### config.mk
export PLATFORM = sky130hd
export DESIGN_NAME = dds_sweep_gen
export DESIGN_NICKNAME = d
export VERILOG_FILES = /design/src/rtl/dds_sweep_gen.sv
export SDC_FILE = /design/constraint.sdc
export NUM_CORES = 1
export LEC_CHECK = 0
export CAP_MARGIN = 5
export CORE_MARGIN = 5
export CORE_UTILIZATION = 54
export DETAILED_ROUTE_END_ITERATION = 10
export GPL_ROUTABILITY_DRIVEN = 1
export PLACE_DENSITY = 0.86
export RECOVER_POWER = 25
export SYNTH_ARGS = -nofsm -noshare
export SYNTH_HDL_FRONTEND = slang
export SYNTH_SLANG_ARGS = --single-unit
### constraint.sdc
create_clock -name clk -period 7.58 [get_ports clk]
set_input_delay 2.274 -clock clk [delete_from_list [all_inputs] [get_ports clk]]
set_output_delay 2.274 -clock clk [all_outputs]
set_load 0.05 [all_outputs]
### src/rtl/dds_sweep_gen.sv
// Linear tuning-word sweep generator feeding the AD9850 serial loader.
// Each word is offered over valid/ready, held for a dwell time, then stepped (single-shot or looping).
module dds_sweep_gen #(
  parameter int         TW_WIDTH    = 32,
  parameter int         STEP_WIDTH  = 16,
  parameter int         DWELL_WIDTH = 24,
  parameter logic [7:0] CTRL_BYTE   = 8'h00
) (
  input  logic                   clk,
  input  logic                   reset,
  input  logic                   start,
  input  logic                   abort,
  input  logic                   continuous,
  input  logic                   dir_down,
  input  logic [TW_WIDTH-1:0]    start_tw,
  input  logic [TW_WIDTH-1:0]    step_tw,
  input  logic [STEP_WIDTH-1:0]  num_steps,
  input  logic [DWELL_WIDTH-1:0] dwell_cycles,
  output logic [TW_WIDTH-1:0]    tw_data,
  output logic [7:0]             ctrl_data,
  output logic                   tw_valid,
  input  logic                   tw_ready,
  output logic                   busy,
  output logic                   done,
  output logic [STEP_WIDTH-1:0]  step_idx
);

  typedef enum logic [1:0] {S_IDLE, S_PRESENT, S_DWELL, S_DONE} state_t;

  localparam logic [STEP_WIDTH-1:0]  IDX_ONE   = STEP_WIDTH'(1);
  localparam logic [DWELL_WIDTH-1:0] DWELL_ONE = DWELL_WIDTH'(1);

  state_t                 state;
  logic                   cont_q;
  logic                   down_q;
  logic [TW_WIDTH-1:0]    start_tw_q;
  logic [TW_WIDTH-1:0]    step_tw_q;
  logic [STEP_WIDTH-1:0]  last_idx_q;
  logic [DWELL_WIDTH-1:0] dwell_q;
  logic [DWELL_WIDTH-1:0] dwell_cnt;
  logic                   take_start;

  // Modulo-2^TW_WIDTH step; wrap-around is the intended behaviour.
  function automatic logic [TW_WIDTH-1:0] step_word(input logic [TW_WIDTH-1:0] tw,
                                                    input logic [TW_WIDTH-1:0] step,
                                                    input logic                down);
    return down ? (tw - step) : (tw + step);
  endfunction

  assign ctrl_data  = CTRL_BYTE;
  assign take_start = (state == S_IDLE) && start && !abort;

  // Configuration snapshot, frozen for the whole sweep.
  always_ff @(posedge clk) begin
    if (take_start) begin
      cont_q     <= continuous;
      down_q     <= dir_down;
      start_tw_q <= start_tw;
      step_tw_q  <= step_tw;
      last_idx_q <= (num_steps == '0) ? '0 : (num_steps - IDX_ONE);
      dwell_q    <= dwell_cycles;
    end
  end

  always_ff @(posedge clk) begin
    if (reset) begin
      state     <= S_IDLE;
      tw_data   <= '0;
      tw_valid  <= 1'b0;
      busy      <= 1'b0;
      done      <= 1'b0;
      step_idx  <= '0;
      dwell_cnt <= '0;
    end else begin
      done <= 1'b0;
      if (abort && (state != S_IDLE)) begin
        state    <= S_IDLE;
        tw_valid <= 1'b0;
        busy     <= 1'b0;
      end else begin
        case (state)
          S_IDLE: begin
            if (take_start) begin
              tw_data  <= start_tw;
              step_idx <= '0;
              busy     <= 1'b1;
              state    <= S_PRESENT;
            end
          end
          // First PRESENT cycle after start raises valid; later words arrive with valid already set.
          S_PRESENT: begin
            if (!tw_valid) begin
              tw_valid <= 1'b1;
            end else if (tw_ready) begin
              tw_valid  <= 1'b0;
              dwell_cnt <= dwell_q;
              state     <= S_DWELL;
            end
          end
          S_DWELL: begin
            if (dwell_cnt == '0) begin
              if (step_idx != last_idx_q) begin
                tw_data  <= step_word(tw_data, step_tw_q, down_q);
                step_idx <= step_idx + IDX_ONE;
                tw_valid <= 1'b1;
                state    <= S_PRESENT;
              end else if (cont_q) begin
                tw_data  <= start_tw_q;
                step_idx <= '0;
                tw_valid <= 1'b1;
                state    <= S_PRESENT;
              end else begin
                done  <= 1'b1;
                state <= S_DONE;
              end
            end else begin
              dwell_cnt <= dwell_cnt - DWELL_ONE;
            end
          end
          S_DONE: begin
            busy  <= 1'b0;
            state <= S_IDLE;
          end
          default: state <= S_IDLE;
        endcase
      end
    end
  end

endmodule

==> results.yml, run 1 <==
outcome:
  status: "finished, final reports clean"
sta:
  final.setup.tns_ns: 0
  finalCriticalPeriod_ns: 5.39
  fin_crit_sh: 0.711
  fmax_mhz: 185
  relSlewSlack: 0.206
  rsz0062_at_grt: "no"
  final-max-slew-violation-count: 0
  hold_viol: 0
  worstMarginPinSlew_ns: 1.18
  setup_viol: 0
  final.setup_skew_ns: 0.0129
yosys:
  ys_seq_area_frac: 0.462
  async_reset_ff_frac: 0
  ys_types: 70
  synth_flop_cell: "edfxtp_1"
  synth_edf_count: 106
  ys_top_cells_by_area: "edfxtp_1, dfxtp_1, a21oi_1"
  yosys_register_bits: 183
  netlist_instances: 1102
  syn_area_per_cell_um2: 9.28
  synth_top_area_frac: 0.311
  yosys_warnings: 0
  netlist_area_mm2: 0.0102
  yosysTopAreaCell: "edfxtp_1"
power_and_ir_drop:
  power_density_mw_per_mm2: 193
  switching_share: 0.277
  combPwrFrac: 0.171
  power_switching_mw: 0.672
  p_leak_nw: 4.75
  clkPwrFrac: 0.364
  internal_power_mw: 1.75
  irDropWorstVdd_v: 0.000152
  power_frac_seq: 0.465
floorplan:
  io_pins: 170
  die_w_um: 148
  start_util: 0.548
  core_mm2: 0.0186
  die_area_mm2: 0.0218
  row_count: 50
  die_y_um: 148
finish:
  drive_gt1_frac: 0.0449
  area_growth_pct: 22.7
  stdcell_count: 1483
  post-route-util: 0.673
  nNetsFinal: 1381
clocking:
  cts_resized: 0
  tritoncts_num_sinks: 183
  cts_tree: "built"
  cts_buffer_depth: 2
  clock_latency_ns: 0.43
  postCtsSetupBuffers: 0
  clkTransAtPathRegs_ns: 0.07
  cts_hold_buf: 0
  cts_buffers: 17
  htree_levels: 4
  cts_root_buf: "clkbuf_16"
hold_path:
  hp-start: "tw_data[19]$_SDFFE_PP0P_"
  hold_class: "register to register"
  min_path_cells: 2
  min_to: "tw_data[19]$_SDFFE_PP0P_"
placed_design:
  dp.final_hpwl_mm: 18.6
  place.gp.congestion: 0.879
  dpl.cell_count: 1449
  port-buffer-count: 161
critical_path:
  cpPeakStageDelay_ns: 0.84
  r2r_cells: 15
  timing.critical_path.required_ns: 7.93
  crit_type: "input pin to register"
  reg2reg_from: "step_tw_q[4]$_DFFE_PP_"
  critPathArrivalTime_ns: 5.74
  crit_slowest_cell: "or4b_2"
  reg2reg_to: "tw_data[25]$_SDFFE_PP0P_"
  cp-end-kind: "register"
  critPathMaxFanout: 54
  path_cells: "clkdlybuf4s50_1, or4b_2, inv_4, nor2_1, a21o_2, nor2_8, nand2_1, or3_1, a21oi_1"
  rrSetupSlack_ns: 3.04
  crit_path_start_kind: "input pin"
routing:
  post-route-drc-count: 0
  routed_wl_mm: 26.5
  vias: 8965
  ant_nets: 0
  drtPass1Iterations: 5
  drt-vias-per-instance: 6.05
  drtIter0Drc: 779
  wl_per_cell_um: 17.9
run:
  drv_cap: 0
global_route:
  grt_pass1_vias: 8480
  grt_overflow_total: 0
  track_usage: 0.239
  grt_pass1_wl_mm: 42.7
  antenna_found_initial: 0
  grt_max_degree: 83
-- worst max-delay path, delay by kind of cell --
kind	cells	cell delay, ns
and+or+nand+nor	5	1.83
buffers and inverters	2	0.89
AOI/OAI and AO/OA	2	0.70
-- routing by layer --
metal / track usage / share of wire / vias up
li1: - / - / 4306
met1: 0.308 / 0.41 / 4232
met2: 0.401 / 0.48 / 375
met3: 0.0484 / 0.082 / 52
met4: 0.0867 / 0.027 / 0
met5: 0 / 0 / -
-- sequential cells by signal, summed over array words and instances, names as in the netlist --
signal,count
start_tw_q,32
tw_data,32
dwell_q,24
cont_q,1
dwell_cnt,24
step_tw_q,32
state,2
last_idx_q,16
tw_valid,1
down_q,1
busy,1
done,1
step_idx,16
-- cells in the final DEF (no fill, tap or decap), types with 6 or more instances in the layout --
master,Yosys,routed
clkbuf_16,0,18
buf_4,8,6
o31ai_1,7,7
a21oi_1,115,113
and3_1,12,12
nand2_1,78,78
conb_1,1,8
dfxtp_1,77,77
nor3_1,38,38
mux2i_1,17,17
a21o_1,21,20
nand3b_1,6,6
xor2_1,31,31
edfxtp_1,106,106
clkdlybuf4s50_1,0,75
nand2b_1,11,10
o211ai_1,8,8
and2_1,8,8
a22oi_1,10,10
inv_1,31,30
a211oi_1,18,18
nand3_1,17,17
nor4_1,15,15
ha_1,35,35
nor2_1,138,138
a31oi_1,16,16
or3_1,20,20
nand4_1,9,9
dlygate4sd3_1,0,85
o21ai_0,72,72
xnor2_1,48,48
-- power groups by stage --
stage          combinational, mW  sequential (mW)  clock [mW]
3_5_place_dp               0.418             1.15           0
5_1_grt                    0.453             1.13       0.934
4_1_cts                    0.422             1.13       0.891
3_3_place_gp               0.410             1.15           0
6_report                   0.415             1.13       0.881
2_1_floorplan              0.243             1.18           0
-- cell type report --
type                    count  area, um^2
fillers                  1464        6100
multi-input cells         834        5160
flip-flops and latches    183        4720
repair buffers            167        1650
clock buffers              18         450
well taps                 234         293
clock inverters            14         139
inverters                  31         119
diodes                      2        5.00
-- worst max-delay path by stage --
stage	startpoint	end	slack (ns)
5_1_grt	abort	step_idx[13]$_SDFFE_PP0P_	2.01
6_report	abort	step_idx[13]$_SDFFE_PP0P_	2.19
3_3_place_gp	abort	step_idx[13]$_SDFFE_PP0P_	1.87
2_1_floorplan	abort	step_idx[13]$_SDFFE_PP0P_	1.08
4_1_cts	abort	step_idx[13]$_SDFFE_PP0P_	2.21
3_5_place_dp	abort	step_idx[13]$_SDFFE_PP0P_	1.78
-- cells by family after synthesis --
group / share of synthesized area
AND/OR/NAND/NOR: 0.181
AO/OA/AOI/OAI: 0.188
flip-flops: 0.462
buffers and inverters: 0.0377
XOR/XNOR: 0.0677
adder cells (fa/ha/maj): 0.0448
multiplexers: 0.0177
other: 0.000367
-- synthesized netlist by cell type (18+ instances only) --
master,instances
inv_1,31
nor3_1,38
o21ai_0,72
or3_1,20
a21o_1,21
a211oi_1,18
nand2_1,78
xor2_1,31
dfxtp_1,77
ha_1,35
edfxtp_1,106
clkbuf_1,45
xnor2_1,48
a21oi_1,115
nor2_1,138
-- metrics by stage --
stage	hold WS [ns]	cell area (um^2)	power, mW	worst slack [ns]
final	0.482	12500	2.42	2.19
after global routing	0.517	12500	2.52	2.01
after CTS	0.486	12500	2.44	2.21
after detailed placement	0.479	11900	1.57	1.78
after global placement	0.467	11900	1.56	1.87
after floorplan	0.457	10200	1.42	1.08
Power figures use the tool's default switching activity.
==> inputs of run 2 (changes only) <==
==> constraint.sdc (replaced) <==
create_clock -name clk -period 5.4 [get_ports clk]
set_input_delay 1.62 -clock clk [delete_from_list [all_inputs] [get_ports clk]]
set_output_delay 1.62 -clock clk [all_outputs]
set_load 0.05 [all_outputs]
==> run 2 against run 1 <==
  * Critical path depth increased by 6
  * Critical path type is now register to register
  * Register-to-register slack got worse by 2.1 ns
  * Sequential cell count unchanged
  * Largest power group unchanged
  * Combinational power increased by 42%
  * Total power increased by 37%
  * Die area unchanged
  * Clock skew decreased by 0.0045 ns
  * Cell count increased by 0.13%
  * First-iteration DRC count increased by 20%
  * Utilization decreased by 0.074 points
  * Setup slack got worse by 1.2 ns
  * Sequential share of layout area about the same
  * Critical endpoint is now tw_data[25]$_SDFFE_PP0P_
==> results.yml, run 2 (synthesis gave the netlist of run 1 again) <==
clocking:
  cts_tree: "built"
  postCtsSetupBuffers: 0
  clock_latency_ns: 0.43
  cts_resized: 0
  clkTransAtPathRegs_ns: 0.07
  cts_hold_buf: 0
  cts_buffer_depth: 2
  tritoncts_num_sinks: 183
  cts_buffers: 17
  cts_root_buf: "clkbuf_16"
  htree_levels: 4
floorplan:
  core_mm2: 0.0186
  io_pins: 170
  die_area_mm2: 0.0218
  die_w_um: 148
  row_count: 50
  die_y_um: 148
  start_util: 0.548
global_route:
  grt_pass1_wl_mm: 42.9
  grt_max_degree: 111
  grt_pass1_vias: 8417
  grt_overflow_total: 0
  track_usage: 0.243
  antenna_found_initial: 2
routing:
  wl_per_cell_um: 18.0
  vias: 8950
  drt-vias-per-instance: 6.03
  drtIter0Drc: 935
  ant_nets: 0
  post-route-drc-count: 0
  drtPass1Iterations: 6
  routed_wl_mm: 26.7
finish:
  mostFrequentLayoutCell: "nor2_1"
  reg_top3: "start_tw_q (32), step_tw_q (32), tw_data (32)"
  nNetsFinal: 1384
  area_growth_pct: 22.5
  n_fill_cell: 1476
  most-common-layout-cells: "nor2_1, a21oi_1, edfxtp_1"
  drive_gt1_frac: 0.0440
  final_cell_area_mm2: 0.0125
critical_path:
  r2r_cells: 15
  path_cells: "or3_1, nor3b_1, and2_1, a21oi_1, xnor2_1, ha_1, nand3_1, or4_1, a21o_1, a21oi_1, nor2_1, a21oi_1, mux2_2, a211o_1, a21oi_1"
  critPathMaxFanout: 7
  crit_top_cell: "a21oi_1"
  cpPeakStageDelay_ns: 0.55
  critPathArrivalTime_ns: 4.79
  cp-startpoint: "step_tw_q[4]$_DFFE_PP_"
  crit_slowest_cell: "or4_1"
  crit_type: "register to register"
  cp-end-kind: "register"
  crit_end: "tw_data[25]$_SDFFE_PP0P_"
  rrSetupSlack_ns: 0.95
  reg2reg_from: "step_tw_q[4]$_DFFE_PP_"
  reg2reg_to: "tw_data[25]$_SDFFE_PP0P_"
  timing.critical_path.required_ns: 5.74
  crit_path_start_kind: "register"
sta:
  fin_crit_sh: 0.824
  finalCriticalPeriod_ns: 4.45
  setup_viol: 0
  hold_viol: 0
  rsz0062_at_grt: "no"
  final.setup.tns_ns: 0
  final-max-slew-violation-count: 0
  relSlewSlack: 0.249
  setup_slack_ns: 0.953
  holdWs_ns: 0.499
  worstMarginPinSlew_ns: 1.12
  fmax_mhz: 225
  final.setup_skew_ns: 0.00846
power_and_ir_drop:
  irDropWorstVdd_v: 0.000188
  p_leak_nw: 4.73
  power_density_mw_per_mm2: 266
  report.power.total_mw: 3.33
placed_design:
  port-buffer-count: 161
  place.gp.congestion: 0.898
  post-place-ws_ns: 0.927
  place_area_mm2: 0.0120
  dp.final_hpwl_mm: 19.0
outcome:
  status: "finished, final reports clean"
hold_path:
  hold_class: "register to register"
run:
  drv_cap: 0
-- run 2: cell count changes in the layout (fill, tap and decap cells not counted), sizes merged --
cell,delta
inv,-6
clkinvlp,+3
diode,-1
buf,+3
clkbuf,+3
-- run 2: layout make-up --
type / instances / area (um^2) / share of cell area
well taps: 234 / 293 / 0.0234
flip-flops and latches: 183 / 4720 / 0.377
clock buffers: 21 / 440 / 0.0352
inverters: 31 / 120 / 0.00959
multi-input cells: 834 / 5160 / 0.412
diodes: 1 / 2.50 / 0.000200
clock inverters: 11 / 101 / 0.00809
repair buffers: 170 / 1690 / 0.135
-- run 2: power breakdown --
part           switching [mW]  total (mW)  internal [mW]
combinational           0.343       0.589          0.246
clock                   0.525        1.16          0.635
sequential             0.0424        1.58           1.54
total                   0.910        3.33           2.42
-- run 2: critical path, delay by kind of cell (launching register included) --
| family | cells | cell delay, ns |
|---|---|---|
| flops | 1 | 0.43 |
| xor+xnor | 1 | 0.18 |
| mux | 1 | 0.35 |
| compound gates | 6 | 1.07 |
| simple gates | 6 | 1.89 |
| fa+ha+maj | 1 | 0.43 |
-- run 2: metrics by stage --
| stage | util | std cells |
|---|---|---|
| after floorplan | - | 1109 |
| after global placement | 0.643 | 1452 |
| after detailed placement | 0.643 | 1452 |
| after CTS | 0.672 | 1484 |
| after global routing | 0.672 | 1484 |
| final | 0.672 | 1485 |
-- run 2: worst min path at each step --
stage / from / endpoint / slack, ns / cells past startpoint
finish: tw_data[19]$_SDFFE_PP0P_ / tw_data[19]$_SDFFE_PP0P_ / 0.50 / 2
global route: tw_data[19]$_SDFFE_PP0P_ / tw_data[19]$_SDFFE_PP0P_ / 0.52 / 2
detailed placement: tw_data[9]$_SDFFE_PP0P_ / tw_data[9]$_SDFFE_PP0P_ / 0.49 / 2
CTS: dwell_cnt[12]$_SDFFE_PP0P_ / dwell_cnt[12]$_SDFFE_PP0P_ / 0.50 / 2
global placement: busy$_SDFFE_PP0P_ / busy$_SDFFE_PP0P_ / 0.48 / 2
floorplan: dwell_cnt[11]$_SDFFE_PP0P_ / dwell_cnt[11]$_SDFFE_PP0P_ / 0.46 / 2
-- run 2: routing by layer --
metal / part of all wire / track usage / up-vias
met2: 0.48 / 0.400 / 383
met5: 0.0010 / 0 / -
li1: - / - / 4293
met1: 0.41 / 0.312 / 4195
met4: 0.036 / 0.0974 / 4
met3: 0.078 / 0.0567 / 75
==> inputs of run 3 (changes only) <==
--- a/config.mk
+++ b/config.mk
@@ -7,10 +7,10 @@
 export LEC_CHECK = 0
 export CAP_MARGIN = 5
 export CORE_MARGIN = 5
-export CORE_UTILIZATION = 54
+export CORE_UTILIZATION = 49
 export DETAILED_ROUTE_END_ITERATION = 10
 export GPL_ROUTABILITY_DRIVEN = 1
-export PLACE_DENSITY = 0.86
+export PLACE_DENSITY = 0.82
 export RECOVER_POWER = 25
 export SYNTH_ARGS = -nofsm -noshare
 export SYNTH_HDL_FRONTEND = slang
==> constraint.sdc (replaced) <==
create_clock -name clk -period 4 [get_ports clk]
set_input_delay 1.2 -clock clk [delete_from_list [all_inputs] [get_ports clk]]
set_output_delay 1.2 -clock clk [all_outputs]
set_load 0.05 [all_outputs]
==> run 3 against run 2 <==
  * Non-clock buffer count increased by 28
  * Global-route usage is 1.7 points lower
  * Clock skew shrank 0.00087 ns
  * Fmax increased by 14%
  * Cell area is 3.3% higher
  * Cell count is 4.4% higher
  * Combinational power increased by 43%
  * Clock-buffer cell count grew 1
  * Clock power rose by 40%
  * Utilization decreased by 3.6 points
  * Setup slack lost 0.86 ns
  * Worst hold slack lost 0.0013 ns
  * Critical path type unchanged
  * Highest routed layer unchanged
==> results.yml, run 3 (synthesis gave the netlist of run 1 again) <==
critical_path:
  cpPeakStageDelay_ns: 0.50
  crit_slowest_cell: "or4_4"
  path_cells: "or3_4, nor3_4, and3_4, nor2_2, xnor2_1, ha_1, nand3_2, or4_4, a21o_1, a21oi_2, nor2_1, a21oi_1, mux2_4, a211o_1, a21oi_1"
  critPathMaxFanout: 4
  crit_path_start_kind: "register"
  crit_top_cell: "a21oi_1"
  path_delay_family: "simple AND/OR/NAND/NOR gates"
  crit_type: "register to register"
  cp-end-kind: "register"
  timing.critical_path.required_ns: 4.35
  critPathBufInv: 0
  critPathArrivalTime_ns: 4.26
global_route:
  grt_overflow_total: 0
  grt_max_degree: 111
  antenna_found_initial: 3
  grt_pass1_vias: 8571
  track_usage: 0.226
  grt_pass1_wl_mm: 43.9
sta:
  holdWs_ns: 0.498
  final.setup_skew_ns: 0.00759
  worstMarginPinSlew_ns: 0.744
  final.setup.tns_ns: 0
  setup_slack_ns: 0.0909
  fin_crit_sh: 0.977
  fmax_mhz: 256
  final-max-slew-violation-count: 0
  hold_viol: 0
  finalCriticalPeriod_ns: 3.91
  rsz0062_at_grt: "yes"
  setup_viol: 0
  relSlewSlack: 0.504
clocking:
  tritoncts_num_sinks: 183
  cts_buffer_depth: 2
  htree_levels: 4
  cts_hold_buf: 0
  cts_root_buf: "clkbuf_16"
  clkTransAtPathRegs_ns: 0.07
  cts_buffers: 17
  cts_tree: "built"
  clock_latency_ns: 0.43
routing:
  drtIter0Drc: 708
  drtPass1Iterations: 6
  routed_wl_mm: 28.2
  ant_nets: 0
  wl_per_cell_um: 18.2
  post-route-drc-count: 0
  vias: 9054
  drt-vias-per-instance: 5.84
placed_design:
  place.gp.congestion: 0.938
  post-place-ws_ns: -0.104
  dpl.cell_count: 1508
  place_area_mm2: 0.0122
  port-buffer-count: 161
  dp.final_hpwl_mm: 20.1
outcome:
  status: "finished, final reports clean"
floorplan:
  io_pins: 170
  row_count: 52
  die_w_um: 154
  die_y_um: 154
  core_mm2: 0.0204
  die_area_mm2: 0.0238
  start_util: 0.502
finish:
  final_cell_area_mm2: 0.0129
  n_fill_cell: 1671
  mostFrequentLayoutCell: "nor2_1"
  stdcell_count: 1551
  reg_top3: "start_tw_q (32), step_tw_q (32), tw_data (32)"
  nNetsFinal: 1412
  area_growth_pct: 26.6
  post-route-util: 0.635
  drive_gt1_frac: 0.0861
  most-common-layout-cells: "nor2_1, a21oi_1, edfxtp_1"
run:
  drv_cap: 0
power_and_ir_drop:
  power_density_mw_per_mm2: 356
  p_leak_nw: 4.93
  irDropWorstVdd_v: 0.000228
  report.power.total_mw: 4.60
hold_path:
  hold_class: "register to register"
-- run 3: tightest hold or removal path: stages, from the launching register on --
cell and delay [ns]:
dfxtp_1 0.34, nand2_1 0.06, a21oi_1 0.05
-- run 3: final cells by class --
cell class / instances / area, um^2 / share of cell area
Multi-Input combinational cell: 834 / 5290 / 0.409
Sequential cell: 183 / 4720 / 0.365
Timing Repair Buffer: 198 / 1900 / 0.147
Clock buffer: 22 / 464 / 0.0359
Tap cell: 270 / 338 / 0.0261
Inverter: 31 / 120 / 0.00928
Clock inverter: 10 / 93.8 / 0.00725
Antenna cell: 3 / 7.51 / 0.000580
-- run 3: repair_timing --
| action | 4_1_cts | 5_1_grt |
|---|---|---|
| endpoints found under the setup margin | 6 | 12 |
| resized for setup | 3 | 30 |
| pin swaps | 0 | 18 |
| buffers inserted | 0 | 8 |
-- run 3: layer usage --
metal	GRT usage	vias up	part of all wire
met5	0	-	0.00096
met4	0.0761	4	0.020
li1	-	4360	-
met1	0.284	4314	0.41
met3	0.0590	47	0.078
met2	0.381	329	0.49
-- run 3: power by group --
| part | switching (mW) | internal [mW] | total [mW] |
|---|---|---|---|
| Sequential | 0.0579 | 2.08 | 2.14 |
| Combinational | 0.479 | 0.362 | 0.841 |
| Clock | 0.728 | 0.895 | 1.62 |
-- run 3: path summary, 6_finish.rpt --
check,to,from,cells past startpoint,slack (ns)
hold reg to reg,tw_data[9]$_SDFFE_PP0P_,tw_data[9]$_SDFFE_PP0P_,2,0.50
setup reg to reg,tw_data[25]$_SDFFE_PP0P_,step_tw_q[5]$_DFFE_PP_,15,0.09
hold / removal,tw_data[9]$_SDFFE_PP0P_,tw_data[9]$_SDFFE_PP0P_,2,0.50
setup / recovery,tw_data[25]$_SDFFE_PP0P_,step_tw_q[5]$_DFFE_PP_,15,0.09
